$ cat config.mk
export PLATFORM = sky130hd
export DESIGN_NAME = cv32e41s_rr_arbiter
export DESIGN_NICKNAME = d
export VERILOG_FILES = /design/src/rtl/cv32e41s_rr_arbiter.sv
export SDC_FILE = /design/constraint.sdc
export NUM_CORES = 1
export LEC_CHECK = 0
export BUFFER_PORTS_ARGS = -buffer_cell sky130_fd_sc_hd__buf_2
export CAP_MARGIN = 10
export CELL_PAD_IN_SITES_DETAIL_PLACEMENT = 1
export CELL_PAD_IN_SITES_GLOBAL_PLACEMENT = 2
export CORE_MARGIN = 2
export CORE_UTILIZATION = 21
export DETAILED_ROUTE_END_ITERATION = 7
export PLACE_DENSITY = 0.89
export SYNTH_ARGS = -nofsm -noshare
export SYNTH_HDL_FRONTEND = slang
export SYNTH_SLANG_ARGS = --single-unit
$ cat constraint.sdc
create_clock -name clk -period 2.2 [get_ports clk]
set_input_delay 0.44 -clock clk [delete_from_list [all_inputs] [get_ports clk]]
set_output_delay 0.44 -clock clk [all_outputs]
set_load 0.02 [all_outputs]
$ cat src/rtl/cv32e41s_rr_arbiter.sv
// ---------------------------------------------------------------------------
// cv32e41s_rr_arbiter
//
// Registered N-way request arbiter. It shares one downstream consumer between
// up to 32 requesters. Each cycle in which the output register can accept a
// new payload, one requester is selected and granted. Its payload and index
// are then captured into a valid/ready output register.
//
// Build option:
//   CV32E41S_ARB_RR_EN  defined   -> round-robin selection. The rotation
//                                    pointer holds the last winner; index 0
//                                    has first priority after reset.
//                       undefined -> fixed priority. The lowest set request
//                                    index always wins.
//
// Parameters:
//   NUM_REQ  number of requesters (2..32)
//   DATA_W   payload width per requester
//   IDX_W    derived, $clog2(NUM_REQ)
//
// Ports:
//   clk          clock; all state changes on the rising edge
//   rst_n        synchronous active-low reset
//   req_i        per-requester request level
//   data_i       packed payloads; requester k at [k*DATA_W +: DATA_W]
//   gnt_o        one-hot or zero grant. The granted payload is taken this
//                cycle.
//   out_valid_o  output register holds a payload
//   out_ready_i  consumer accepts the output this cycle
//   out_idx_o    index of the requester whose payload is held
//   out_data_o   held payload
// ---------------------------------------------------------------------------
module cv32e41s_rr_arbiter #(
  parameter  int NUM_REQ = 4,
  parameter  int DATA_W  = 32,
  localparam int IDX_W   = $clog2(NUM_REQ)
) (
  input  logic                      clk,
  input  logic                      rst_n,
  input  logic [NUM_REQ-1:0]        req_i,
  input  logic [NUM_REQ*DATA_W-1:0] data_i,
  output logic [NUM_REQ-1:0]        gnt_o,
  output logic                      out_valid_o,
  input  logic                      out_ready_i,
  output logic [IDX_W-1:0]          out_idx_o,
  output logic [DATA_W-1:0]         out_data_o
);

  localparam logic [0:0] IDLE = 1'b0;
  localparam logic [0:0] BUSY = 1'b1;

  logic [0:0]         state;
  logic               take;
  logic               any_req;
  logic               found;
  logic [IDX_W-1:0]   winner;
  logic [NUM_REQ-1:0] gnt;
  logic [DATA_W-1:0]  win_data;
  logic [IDX_W-1:0]   idx_q;
  logic [DATA_W-1:0]  data_q;

  assign any_req = |req_i;

  // The output register can accept a new payload when it is empty, or when
  // its current content leaves on this edge. A handshake and a new capture
  // can therefore share one edge.
  assign take = rst_n && ((state == IDLE) || out_ready_i);

`ifdef CV32E41S_ARB_RR_EN
  logic [IDX_W-1:0]   ptr;
  logic [NUM_REQ-1:0] hi;

  // Requests strictly above the last winner.
  always_comb begin
    hi = '0;
    for (int unsigned k = 0; k < NUM_REQ; k++) begin
      hi[k] = req_i[k] && (k > 32'(ptr));
    end
  end

  // Lowest set bit of hi. If hi is empty, take the lowest set bit of req_i
  // instead. This covers wrap-around when ptr = NUM_REQ-1.
  always_comb begin
    winner = '0;
    found  = 1'b0;
    for (int unsigned k = 0; k < NUM_REQ; k++) begin
      if (!found && hi[k]) begin
        winner = IDX_W'(k);
        found  = 1'b1;
      end
    end
    for (int unsigned k = 0; k < NUM_REQ; k++) begin
      if (!found && req_i[k]) begin
        winner = IDX_W'(k);
        found  = 1'b1;
      end
    end
  end

  always_ff @(posedge clk) begin
    if (!rst_n) begin
      ptr <= IDX_W'(NUM_REQ - 1);
    end else if (take && any_req) begin
      ptr <= winner;
    end
  end
`else
  // Fixed priority: the lowest set request index wins.
  always_comb begin
    winner = '0;
    found  = 1'b0;
    for (int unsigned k = 0; k < NUM_REQ; k++) begin
      if (!found && req_i[k]) begin
        winner = IDX_W'(k);
        found  = 1'b1;
      end
    end
  end
`endif

  // Payload mux. Its output feeds only the capture register, so data_i has
  // no combinational path to any output.
  always_comb begin
    win_data = '0;
    for (int unsigned k = 0; k < NUM_REQ; k++) begin
      if (k == 32'(winner)) begin
        win_data = data_i[k*DATA_W +: DATA_W];
      end
    end
  end

  always_comb begin
    gnt = '0;
    if (take && any_req) begin
      for (int unsigned k = 0; k < NUM_REQ; k++) begin
        if (k == 32'(winner)) begin
          gnt[k] = 1'b1;
        end
      end
    end
  end

  assign gnt_o = gnt;

  always_ff @(posedge clk) begin
    if (!rst_n) begin
      state  <= IDLE;
      idx_q  <= '0;
      data_q <= '0;
    end else if (take) begin
      if (any_req) begin
        state  <= BUSY;
        idx_q  <= winner;
        data_q <= win_data;
      end else begin
        // Either the register was already empty, or the held payload has
        // just been accepted with nothing to replace it.
        state <= IDLE;
      end
    end
  end

  assign out_valid_o = (state == BUSY);
  assign out_idx_o   = idx_q;
  assign out_data_o  = data_q;

endmodule

==> After elaboration in Yosys (flattened, before gate mapping) <==
Cells that the tools add are included.
{ "totals": {"out_inout_bits": 39, "input_bits": 135, "reg_bits": 35, "wordCells": 35} }
{ "classes": {"n_eq_ne": 3, "mux": 16, "reduce_logical": 12, "n_bitwise": 1} }
{ "op_table": {"columns": ["op", "n"], "rows": [
  ["two-way mux 32 bit", 4],
  ["two-way mux 1 bit", 9],
  ["logical AND 1 bit", 5],
  ["== test 2 bit (first input constant)", 2],
  ["two-way mux 2 bit", 2],
  ["two-way mux 4 bit", 1],
  ["OR reduction 4 bit", 1],
  ["zero test 1 bit", 3],
  ["== test 1 x 2 -> 1 bit (first input constant)", 1],
  ["zero test 2 bit", 1],
  ["AND reduction 2 bit", 1],
  ["logical OR 1 bit", 1],
  ["inverter 1 bit", 1]
]} }

==> Depth between registers and ports, before layout <==
{ "depth": {"ltp_word": 15, "mapped_depth": 7, "depth_no_buf": 4} }

==> Worst setup path before layout <==
Ideal clock, no wire load.
{ "synth_timing": {"path_type": "in2out", "from": "input req_i[3]", "to": "output gnt_o[3]", "t_arrival_ns": 1.424, "n_path_buf": 2, "path_stages": 4, "slack_ns": 0.336, "t_required_ns": 1.760, "path_cell_list": "buf_6 > or4b_4 > nor3_4 > buf_6"} }
{ "synth_between": {"elab_chain_cells": 5, "word_cells_on_any_way": 7, "classes_between": "eq/ne: 1; mux: 3; reduce/logical: 3"} }
{ "synth_lines": {"columns": ["element", "line_no", "source"], "rows": [
  ["start: declaration", "40", "input logic [NUM_REQ-1:0] req_i,"],
  ["logical AND 1 bit", "113", "if (!found && req_i[k]) begin"],
  ["two-way mux 2 bit", "113", null],
  ["== test 2 bit", "136", "if (k == 32'(winner)) begin"],
  ["two-way mux 1 bit", "136", null],
  ["two-way mux 4 bit *", "134", "if (take && any_req) begin"],
  ["end: declaration", "42", "output logic [NUM_REQ-1:0] gnt_o,"]
]} }
Every way passes the cells marked *; elsewhere a longest branch is shown, timed or not.

==> Final worst setup path <==
{ "layout_timing": {"from": "input req_i[2]", "to": "output gnt_o[3]"} }
{ "layout_between": {"elab_chain_cells": 8, "word_cells_on_any_way": 11, "classes_between": "eq/ne: 1; mux: 5; reduce/logical: 5"} }
{ "layout_lines": {"columns": ["element", "line_no"], "rows": [
  ["logical AND 1 bit", "113"],
  ["two-way mux 1 bit", "113"],
  ["zero test 1 bit", "113"],
  ["logical AND 1 bit", "113"],
  ["two-way mux 2 bit", "113"],
  ["== test 2 bit", "136"],
  ["two-way mux 1 bit", "136"],
  ["two-way mux 4 bit *", "134"]
]} }
Marked as above.

==> results.tsv <==
stage	metric	value	unit
final_layout	layout cells sized above 1	0.487	
global_routing	initial antenna violation count	0	
timing	Clock Skews	0.00446	ns
placement	dpl hpwl	8.47	mm
power	Final Power	2.02	mW
worst_setup_path	FF-to-FF path depth	5	
yosys	#FFs+latches synth	35	
power	Cell Pwr Density	559	mW/mm²
yosys	syn nets	429	
final_layout	NumNets Final	593	
final_layout	Fillers	1440	
power	Gate power share	0.292	
final_layout	final instance area	0.00361	mm²
run	Maximum Capacitance Violations	0	
worst_setup_path	Crit path required time	1.76	ns
clocking	Post-CTS Resized	0	
worst_setup_path	crit path DAT	1.57	ns
worst_setup_path	Max stage delay on crit path	0.55	ns
drt	drt pass-1 iters	4	
timing	Final Max Tran Viols	0	
die	Initial Utilization	0.215	
hold_path	worst hold path class	in -> reg	
power	worst vdd ir	0.000271	V
clocking	CTS clk-pin slew, worst paths	0.06	ns
yosys	Syn Inst Count	294	
worst_setup_path	CP dominant cell by count	buf_2	
power	Sw Share	0.312	
drt	via count	3108	
drt	DRC	0	
yosys	sequential-to-total area share from yosys stat	0.286	
clocking	htree depth	2	
worst_setup_path	CP max-delay cell	or4b_4	
power	power share of the clock group	0.356	
final_layout	Layout area overhead	47.1	%
die	Die Wd	112	µm
clocking	CTS hold repair buffers	0	
timing	Setup WS post-layout	0.188	ns
timing	Hold Violations, Final	0	
drt	Routed Antenna Nets	0	
worst_setup_path	CP Cell Sequence	buf_2, or4b_4, nor3_4, buf_2	
timing	worst hold slack	0.449	ns
final_layout	Final Core Density	0.316	
clocking	TritonCTS clock tree	done	
timing	Slew @ Worst Pin	0.496	ns
drt	Vias per Instance	5.17	
power	cell-internal power	1.39	mW
worst_setup_path	CP Capture Type	output port	
clocking	# Post-CTS Setup Buffers	0	
worst_setup_path	worst r2r src	out_valid_o	
global_routing	first-pass GRT wire length	17.2	mm
hold_path	Hold Crit Start	data_i[126]	
clocking	number of buffers created by CTS	5	
drt	DR WL/cell	18.1	µm
drt	final WL	10.9	mm
timing	Final Critical Period	2.01	ns
timing	unrepaired setup endpoints after global routing	no	
power	Leak Pwr	1.59	nW
placement	Area after DPL	0.00347	mm²
worst_setup_path	CP startpoint kind	input pin	
global_routing	grt ovf	0	
yosys	Yosys warning total	0	
final_layout	diode count	0	
global_routing	GRT Total Usage	0.168	
timing	Tcrit/Tclk final	0.914	
drt	Iteration-0 DRC Markers	145	
timing	Rel. slew slack	0.668	
yosys	count of cell types in the netlist	29	
timing	TNS Setup	0	ns
placement	port buffer count	173	
worst_setup_path	crit path max fanout	11	
clocking	Clock Tree Buf Depth	2	
die	# IOs	174	
power	switching power	630	µW
global_routing	vias in the first global route	3375	
clocking	root buffer cell	clkbuf_16	
die	Die Span Y	112	µm
worst_setup_path	Worst Path Class, Setup	in -> out	
clocking	TritonCTS Sinks	35	
power	Flop pwr share	0.352	
hold_path	hold path cells	3	
yosys	Mapped Area	0.00245	mm²
placement	Post-Place Cells	594	
placement	dpl ws	0.189	ns
die	num rows	39	
placement	global placer's final weighted congestion	0.790	
yosys	syn_area_per_cell	8.35	µm²
die	DIE AREA	0.0126	mm²
timing	fmax	497	MHz
timing	# setup viols final	0	
worst_setup_path	crit path from	req_i[2]	
yosys	Yosys top cell area share	0.286	
yosys	Yosys top cell by area	dfxtp_1	
final_layout	Final Non-Filler Cells	601	
global_routing	largest net degree at the start of global routing	24	
clocking	clk_lat worst skew	0.28	ns
yosys	synth top area cells	dfxtp_1 (29%), o221ai_1 (11%), a21oi_1 (11%)	
die	Placeable Area	0.0114	mm²
status	outcome	finished clean	
[power by group through the flow]
stage / Combinational, mW / Clock, mW / Sequential, mW
CTS: 0.592 / 0.737 / 0.710
global placement: 0.579 / 0 / 0.722
global route: 0.643 / 0.760 / 0.715
detailed placement: 0.591 / 0 / 0.723
finish: 0.588 / 0.718 / 0.710
floorplan: 0.266 / 0 / 0.779
[Yosys cell counts]
master    count
buf_1         1
nand2_1       6
or4b_4        1
o311ai_0      3
nor3_4        1
inv_2         1
o221ai_1     32
o31ai_1       1
a22o_1       29
clkbuf_1     18
buf_6         5
nor2b_1       5
nor2_1        4
buf_2        10
a22oi_2       9
or3_1         1
a21oi_2       9
a22oi_1      20
a21oi_1      52
nand3_1       3
o21ai_0       6
buf_4         1
clkbuf_2      1
dfxtp_1      35
nor4_1        1
and3_1        1
inv_1         2
nand2b_1     31
nor3_1        5
[sequential cells by signal (all words and copies together) (netlist names)]
register / count
out_data_o: 32
out_valid_o: 1
out_idx_o: 2
[cell usage in the layout (no fill, tap or decap)]
| master | synthesis | routed |
|---|---|---|
| a21oi_1 | 52 | 52 |
| a21oi_2 | 9 | 9 |
| a22o_1 | 29 | 29 |
| a22oi_1 | 20 | 20 |
| a22oi_2 | 9 | 9 |
| and3_1 | 1 | 1 |
| buf_2 | 10 | 173 |
| buf_4 | 1 | 20 |
| clkbuf_16 | 0 | 5 |
| clkbuf_8 | 0 | 1 |
| clkinv_2 | 0 | 1 |
| dfxtp_1 | 35 | 35 |
| inv_1 | 2 | 2 |
| inv_2 | 1 | 1 |
| nand2_1 | 6 | 6 |
| nand2b_1 | 31 | 31 |
| nand3_1 | 3 | 3 |
| nor2_1 | 4 | 4 |
| nor2b_1 | 5 | 4 |
| nor2b_2 | 0 | 1 |
| nor3_1 | 5 | 4 |
| nor3_2 | 0 | 1 |
| nor3_4 | 1 | 1 |
| nor4_1 | 1 | 1 |
| o21ai_0 | 6 | 6 |
| o221ai_1 | 32 | 32 |
| o311ai_0 | 3 | 3 |
| o31ai_1 | 1 | 1 |
| or3_1 | 1 | 1 |
| or4b_4 | 1 | 1 |
[final timing paths]
path	to	slack [ns]
setup reg to reg	out_data_o[26]	0.57
hold / removal	out_data_o[30]	0.45
hold reg to reg	out_idx_o[0]	0.45
setup / recovery	gnt_o[3]	0.19
[layout make-up]
| type | count | area (µm²) | area share |
|---|---|---|---|
| clock buffer | 6 | 139 | 0.0385 |
| clock inverter | 1 | 5.00 | 0.00139 |
| inverter | 3 | 11.3 | 0.00312 |
| multi-input combinational | 220 | 1560 | 0.432 |
| sequential | 35 | 701 | 0.194 |
| tap | 143 | 179 | 0.0496 |
| timing repair buffer | 193 | 1020 | 0.281 |
[per-layer routing]
layer	up-vias	GRT usage	share of wire
li1	1480	-	-
met5	-	0	0
met3	6	0.0367	0.060
met1	1517	0.205	0.42
met4	0	0.0301	0.0077
met2	105	0.308	0.51
[worst max-delay path, delay by kind of cell]
family / cells / cell delay (ns)
AND/OR/NAND/NOR: 2 / 0.74
buffers and inverters: 2 / 0.38
[logic make-up (layout without fill, tap and decap cells)]
group / count (synthesis) / after routing / synth area share
simple gates: 59 / 59 / 0.143
compound gates: 161 / 161 / 0.489
buf+inv: 39 / 203 / 0.0821
flops: 35 / 35 / 0.286
Note: power is estimated with default switching activity, not from simulation.
